## src/rtl/conv_window_buf.sv

```systemverilog
// Sliding KxK window line buffer: K-1 line memories feed a KxK shift window, and one
// registered window is emitted per accepted pixel that lands on a stride-aligned position.
module conv_window_buf #(
    parameter int unsigned WIDTH     = 15,
    parameter int unsigned HEIGHT    = 19,
    parameter int unsigned DATA_BITS = 32,
    parameter int unsigned K         = 3,
    parameter int unsigned STRIDE    = 1
) (
    input  logic                     clk,
    input  logic                     rst_n,
    input  logic                     sync_clr,
    input  logic                     valid_in,
    input  logic [DATA_BITS-1:0]     data_in,
    output logic [K*K*DATA_BITS-1:0] data_out,
    output logic                     valid_out,
    output logic                     frame_done
);

    localparam int unsigned CW     = $clog2(WIDTH);
    localparam int unsigned RW     = $clog2(HEIGHT);
    localparam int unsigned PW     = (STRIDE > 1) ? $clog2(STRIDE) : 1;
    localparam int unsigned OUT_W  = (WIDTH - K) / STRIDE + 1;
    localparam int unsigned OUT_H  = (HEIGHT - K) / STRIDE + 1;
    localparam int unsigned LAST_C = K - 1 + (OUT_W - 1) * STRIDE;
    localparam int unsigned LAST_R = K - 1 + (OUT_H - 1) * STRIDE;

    localparam logic [CW-1:0] COL_MAX  = CW'(WIDTH - 1);
    localparam logic [CW-1:0] COL_WIN  = CW'(K - 1);
    localparam logic [CW-1:0] COL_LAST = CW'(LAST_C);
    localparam logic [RW-1:0] ROW_MAX  = RW'(HEIGHT - 1);
    localparam logic [RW-1:0] ROW_WIN  = RW'(K - 1);
    localparam logic [RW-1:0] ROW_LAST = RW'(LAST_R);
    localparam logic [PW-1:0] PH_MAX   = PW'(STRIDE - 1);

    logic [CW-1:0] in_col, cur_col;
    logic [RW-1:0] in_row, cur_row;
    logic [PW-1:0] col_ph, cur_col_ph;
    logic [PW-1:0] row_ph, cur_row_ph;
    logic          accept, emit, last_win;

    logic [DATA_BITS-1:0]     line_mem [K-1][WIDTH];
    logic [DATA_BITS-1:0]     win      [K][K];
    logic [DATA_BITS-1:0]     win_nxt  [K][K];
    logic [DATA_BITS-1:0]     col_vec  [K];
    logic [K*K*DATA_BITS-1:0] win_flat;

    // A clear in the same cycle as valid_in makes this pixel (0,0) of the new frame.
    always_comb begin
        cur_col    = sync_clr ? '0 : in_col;
        cur_row    = sync_clr ? '0 : in_row;
        cur_col_ph = sync_clr ? '0 : col_ph;
        cur_row_ph = sync_clr ? '0 : row_ph;
        accept     = valid_in & rst_n;
        emit       = accept && (cur_col >= COL_WIN) && (cur_row >= ROW_WIN) &&
                     (cur_col_ph == '0) && (cur_row_ph == '0);
        last_win   = emit && (cur_col == COL_LAST) && (cur_row == ROW_LAST);
    end

    always_comb begin
        for (int unsigned j = 0; j + 1 < K; j++) begin
            col_vec[j] = line_mem[j][cur_col];
        end
        col_vec[K-1] = data_in;
        win_flat = '0;
        for (int unsigned r = 0; r < K; r++) begin
            for (int unsigned c = 0; c + 1 < K; c++) begin
                win_nxt[r][c] = win[r][c+1];
            end
            win_nxt[r][K-1] = col_vec[r];
            for (int unsigned c = 0; c < K; c++) begin
                win_flat[(r*K+c)*DATA_BITS +: DATA_BITS] = win_nxt[r][c];
            end
        end
    end

    // Line memories shift one row older per accepted pixel at the same column.
    always_ff @(posedge clk) begin
        if (accept) begin
            for (int unsigned j = 0; j + 2 < K; j++) begin
                line_mem[j][cur_col] <= line_mem[j+1][cur_col];
            end
            line_mem[K-2][cur_col] <= data_in;
            for (int unsigned r = 0; r < K; r++) begin
                for (int unsigned c = 0; c < K; c++) begin
                    win[r][c] <= win_nxt[r][c];
                end
            end
        end
    end

    always_ff @(posedge clk) begin
        if (!rst_n) begin
            in_col     <= '0;
            in_row     <= '0;
            col_ph     <= '0;
            row_ph     <= '0;
            valid_out  <= 1'b0;
            frame_done <= 1'b0;
            data_out   <= '0;
        end else begin
            valid_out  <= emit;
            frame_done <= last_win;
            if (emit) begin
                data_out <= win_flat;
            end
            if (accept) begin
                if (cur_col == COL_MAX) begin
                    in_col <= '0;
                    col_ph <= '0;
                    if (cur_row == ROW_MAX) begin
                        in_row <= '0;
                        row_ph <= '0;
                    end else begin
                        in_row <= cur_row + 1'b1;
                        if (cur_row >= ROW_WIN) begin
                            row_ph <= (cur_row_ph == PH_MAX) ? '0 : cur_row_ph + 1'b1;
                        end else begin
                            row_ph <= cur_row_ph;
                        end
                    end
                end else begin
                    in_col <= cur_col + 1'b1;
                    in_row <= cur_row;
                    row_ph <= cur_row_ph;
                    if (cur_col >= COL_WIN) begin
                        col_ph <= (cur_col_ph == PH_MAX) ? '0 : cur_col_ph + 1'b1;
                    end else begin
                        col_ph <= cur_col_ph;
                    end
                end
            end else if (sync_clr) begin
                in_col <= '0;
                in_row <= '0;
                col_ph <= '0;
                row_ph <= '0;
            end
        end
    end

endmodule

```

## config.mk

```make
export PLATFORM = sky130hd
export DESIGN_NAME = conv_window_buf
export DESIGN_NICKNAME = d
export VERILOG_FILES = /design/src/rtl/conv_window_buf.sv
export SDC_FILE = /design/constraint.sdc
export NUM_CORES = 2
export LEC_CHECK = 0
export BUFFER_PORTS_ARGS = -buffer_cell sky130_fd_sc_hd__buf_2
export CAP_MARGIN = 20
export CORE_MARGIN = 4
export CORE_UTILIZATION = 55
export DETAILED_ROUTE_END_ITERATION = 6
export GPL_TIMING_DRIVEN = 0
export PLACE_DENSITY = 0.81
export REMOVE_ABC_BUFFERS = 1
export SYNTH_ARGS = -nofsm -noshare
export SYNTH_HDL_FRONTEND = slang
export SYNTH_SLANG_ARGS = --single-unit
```

## constraint.sdc

```tcl
create_clock -name clk -period 9 [get_ports clk]
set_clock_uncertainty 0.05 [all_clocks]
set_input_delay 0.9 -clock clk [delete_from_list [all_inputs] [get_ports clk]]
set_output_delay 0.9 -clock clk [all_outputs]
set_load 0.05 [all_outputs]
```

* Yosys cells after proc, flatten, opt, wreduce, memory -nomap -nowiden
Memory sizes are Yosys's and may differ from the RTL's. Index checks and enable logic that the tools add are counted. W data, S select, Z words.
Storage, ports and cells: register bits after elaboration 301, bits in writable memories 1248, output and inout port bits 290, logic and storage cells 59, memories 2
Operators by class: $add $sub $neg 4, order comparisons 4, equality and inequality tests 2, muxes and demuxes 29, bitwise gates (word level) 4, reduce and logical (&&, ||, !) cells 7
Memory list:
- line_mem | words 2, width 480, rd ports 2, clocked after memory_dff 0, wr ports 2, RTL line 42 | logic [DATA_BITS-1:0] line_mem [K-1][WIDTH];
- win | words 3, width 96, rd ports 3, clocked after memory_dff 0, wr ports 3, RTL line 43 | logic [DATA_BITS-1:0] win [K][K];
Operator list (count):
- $mux W480 | 1
- $bmux W32 S4 | 2
- $mux W32 | 5
- $demux W32 S4 | 1
- $mux W5 | 4
- $mux W1 | 13
- $mux W4 | 3
- $logic_and A1 B1 Y1 | 7
- $add A5 B1 Y5 const B | 1
- $eq A5 B5 Y1 const B | 1
- $ge A5 B2 Y1 const B | 1
- $ge A5 B5 Y1 const B | 1
- $lt A5 B1 Y1 const B | 1
- $not A4 Y5 | 1
- $add A4 B1 Y4 const B | 1
- $eq A4 B4 Y1 const B | 1
- $ge A4 B2 Y1 const B | 1
- $add A1 B1 Y1 const B | 2
- $not A1 Y1 | 2
- $and A1 B1 Y1 | 1

* Depth between registers and ports, before layout
word-level depth 8, gate-level depth with buffers 13

* Worst setup path before layout
No wires, ideal clock.
path type in2reg, start in rst_n, end mem line_mem[0][320] in the netlist's numbering (enable), setup time 0.486 ns, data arrival time 8.880 ns, data required time 8.464 ns, path slack -0.415 ns, cell stages on the path 5, cell sequence clkbuf_2 nand2_1 inv_1 o21ai_0 nor2_1
RTL lines:
- start, declared | RTL line 11 | input logic rst_n,
- end, declared | RTL line 42

* Worst setup path after layout
start in sync_clr, end reg data_out[180]
On the way: word-level cells in the longest chain between the ends 6
Ends and longest elaborated chain:
- start, declared | RTL line 12 | input logic sync_clr,
- $mux W4
- $ge A4 B2 Y1 | RTL line 55 | emit = accept && (cur_col >= COL_WIN) && (cur_row >= ROW_WIN) &&
- $logic_and A1 B1 Y1 (3 in series) | RTL line 55
- $logic_and A1 B1 Y1 | RTL line 56 | (cur_col_ph == '0) && (cur_row_ph == '0);
- end signal, assigned | RTL line 105 | data_out <= win_flat;
- end, declared | RTL line 15 | output logic [K*K*DATA_BITS-1:0] data_out,
Parallel ways exist; a longest one is shown, timed or not. The select of a mux whose other input is x is not followed. A chain may end at the register's enable or synchronous reset.

==> key figures <==
Clock network
  – TritonCTS clock tree: done
  – CTS sink count: 1453
  – Maximum number of buffers from clock root to sink: 3
  – Post-cts gate resize count: 0
  – Reg clk slew, reported paths: 0.06 ns
  – CTS Buf Count: 145
  – Clock latency of the later-clocked register in the worst-skew pair: 0.76 ns
  – Root buffer selected by CTS: clkbuf_16
  – Hold buffer count at CTS: 0
  – CTS H-Tree Depth: 4
  – Number of setup buffers added after CTS: 0

Global route
  – Global routing usage summed across all routing layers: 27.4%
  – Antenna violations before repair: 3
  – Largest net degree at the start of global routing: 141
  – First-pass GRT wire length: 226000 um
  – Total gr overflow: 0
  – Vias in the first global route: 35700

Yosys
  – Yosys warning count: 0
  – Sequential share of the synthesized area: 71.4%
  – Library cells used by synthesis: 68
  – Flip-flop and latch count after synthesis: 1453
  – EDFF count, synth: 1152
  – Syn_area_per_cell: 14.8 um^2
  – Cell Area, Synth: 56900 um^2
  – Synth Instances: 3835
  – Share of synthesized registers carrying an async set or reset: 0%
  – Most instantiated flip-flop cell in the synthesis netlist: edfxtp_1

Timing
  – Least setup slack across all paths after layout: 4.94 ns
  – Fin crit share: 45.1%
  – Unrepaired setup endpoints after global routing: false
  – Worst slew margin: 33.5%
  – Number of hold violations in the final report: 0
  – Transition at the pin with the smallest max-transition slack: 0.995 ns
  – Maximum clock frequency: 246 MHz
  – Final Max Tran Viols: 0
  – Final-report setup violation count: 0
  – Worst hold margin: 0.393 ns
  – Total negative setup slack: 0 ns
  – Shortest period the worst path allows: 4.06 ns

Placed design
  – Final estimated routing congestion in global placement: 0.728
  – Post-DP HPWL: 85700 um
  – Number of port buffers: 325
  – Area post-placement: 61300 um^2
  – Placed Instances: 5297
  – Worst slack at placement: 4.50 ns

Die
  – Standard cell core area: 102000 um^2
  – Floorplan die area: 109000 um^2
  – Die boundary width: 330 um
  – Initial standard-cell utilization of the core: 55.7%
  – Number of placement rows: 117
  – IO Count: 326
  – Die Height: 330 um

Worst setup path
  – Internal reg-to-reg setup slack: 5.13 ns
  – Data arrival time of the critical path: 4.59 ns
  – Critical R2R Launch: in_col[0]
  – Critical path startpoint: sync_clr
  – Startpoint-to-endpoint class of the critical path: in -> reg
  – Top fanout value on the critical path: 140
  – CP startpoint kind: primary input
  – Crit path capture type: flip-flop
  – Required time of the worst setup path: 9.53 ns

Routing
  – Detailed Route Iter0 Violations: 3904
  – Number of antenna-violating nets in the routed design: 0
  – Vias per std cell: 6.44
  – Overall via count from detail_route: 35900
  – Total wire length: 151000 um
  – Initial DRT Pass Iterations: 6
  – DRC Markers: 0
  – Routed len/inst: 27.1 um

Hold path
  – HP Start: win[1][14]
  – Path type of the worst min-delay path: reg -> reg

Cells and area
  – Utilization after layout: 64.7%
  – Filler Cells Inserted: 6965
  – Area growth syn-to-layout: 16.2%
  – Cell Count, Final, Fillers Out: 5569
  – Highest-count cells in the layout ignoring fill and taps: edfxtp_1, a21oi_1, buf_2
  – Layout cell share with drive strength beyond 1: 22.2%
  – Number of nets at the end of the flow: 4115
  – Finished layout cell area: 66100 um^2
  – Most common cell after layout, fill and taps aside: edfxtp_1

Power
  – Leakage power summed over all cells: 22.0 nW
  – Power Total: 13.9 mW
  – VDD IR-drop max: 0.180 mV
  – Ratio of total power to cell area: 210 nW/um^2

Outcome
  – Result of the run: finished clean

Run
  – Reported max-cap violation count: 0
-- worst max-delay path: stages --
cell and delay, ns:
buf_8 0.12, buf_16 0.18, nor2b_1 0.82, o2111ai_4 0.54, buf_12 0.34, nor2_4 0.72
buf_12 0.27, buf_16 0.19, a311oi_1 0.10
-- layer usage --
layer / wire, um / up-vias / track usage (%)
met5: 0 / - / 0
met4: 5350 / 0 / 10.3
met3: 14400 / 377 / 5.62
met2: 75600 / 2043 / 46.0
met1: 55600 / 18000 / 35.5
li1: - / 15500 / -
-- Yosys cell counts (all sizes together) (2+ instances only) --
library cell     n  area [um^2]
nor2b           72          450
o21bai           2         15.0
nor3             4         25.0
nand2           76          293
a311o            5         50.1
and2             2         12.5
o221ai          63          552
a2bb2oi         63          552
nor2            82          308
and3             4         25.0
nor4             2         18.8
nand2b          65          407
nand4            4         25.0
nand4bb          2         38.8
buf            194         1020
and3b           65          569
a311oi          64          692
clkbuf         140          527
edfxtp        1152        34600
a211oi          64          480
o21a             4         30.0
dfxtp          301         6030
a221oi           6         52.6
a21bo           63          631
mux2            65          732
or3b             2         17.5
nand3b         181         1370
a21oi          418         2170
mux2i           67          671
o21ai          228         1140
inv              7         26.3
ha               2         25.0
a2111oi         58          649
nand3          226         1130
mux4            63         1420
or3              4         25.0
-- worst paths after layout --
path,to,depth (start not counted)
worst max-delay path,data_out[180],9
worst min-delay path,win[1][46],0
worst max register to register,line_mem[0][287],7
worst min register to register,win[1][46],0
-- where the power goes --
group | leakage, nW | total [mW] | switching [mW] | internal (mW)
Combinational | 6.77 | 0.474 | 0.321 | 0.154
Clock | 2.36 | 6.03 | 2.53 | 3.51
Sequential | 12.9 | 7.38 | 0.0384 | 7.34
Total | 22.0 | 13.9 | 2.89 | 11.0
-- registers in the layout (all words and copies together) (netlist names) --
name	flops
row_ph	1
in_col	4
col_ph	1
in_row	5
line_mem	960
frame_done	1
data_out	288
valid_out	1
win	192
-- final cells by class --
type,instances,area (um^2),area share [%]
well taps,1368,1710,2.59
inverters,7,41.3,0.0624
clock inverters,58,589,0.891
clock buffers,212,4220,6.38
repair buffers,429,4000,6.06
multi-input cells,2041,14900,22.6
diodes,1,2.50,0.00378
flip-flops and latches,1453,40600,61.4
-- logic make-up after synthesis --
logic type	count (synthesis)	share of synthesized area, %
flip-flops	1453	71.4
AO/OA/AOI/OAI	1049	12.5
AND/OR/NAND/NOR	794	8.34
buffers and inverters	341	2.76
multiplexers	195	4.96
adder cells (fa/ha/maj)	2	0.0440
XOR/XNOR	1	0.0154
(Power assumes the default switching activity.)
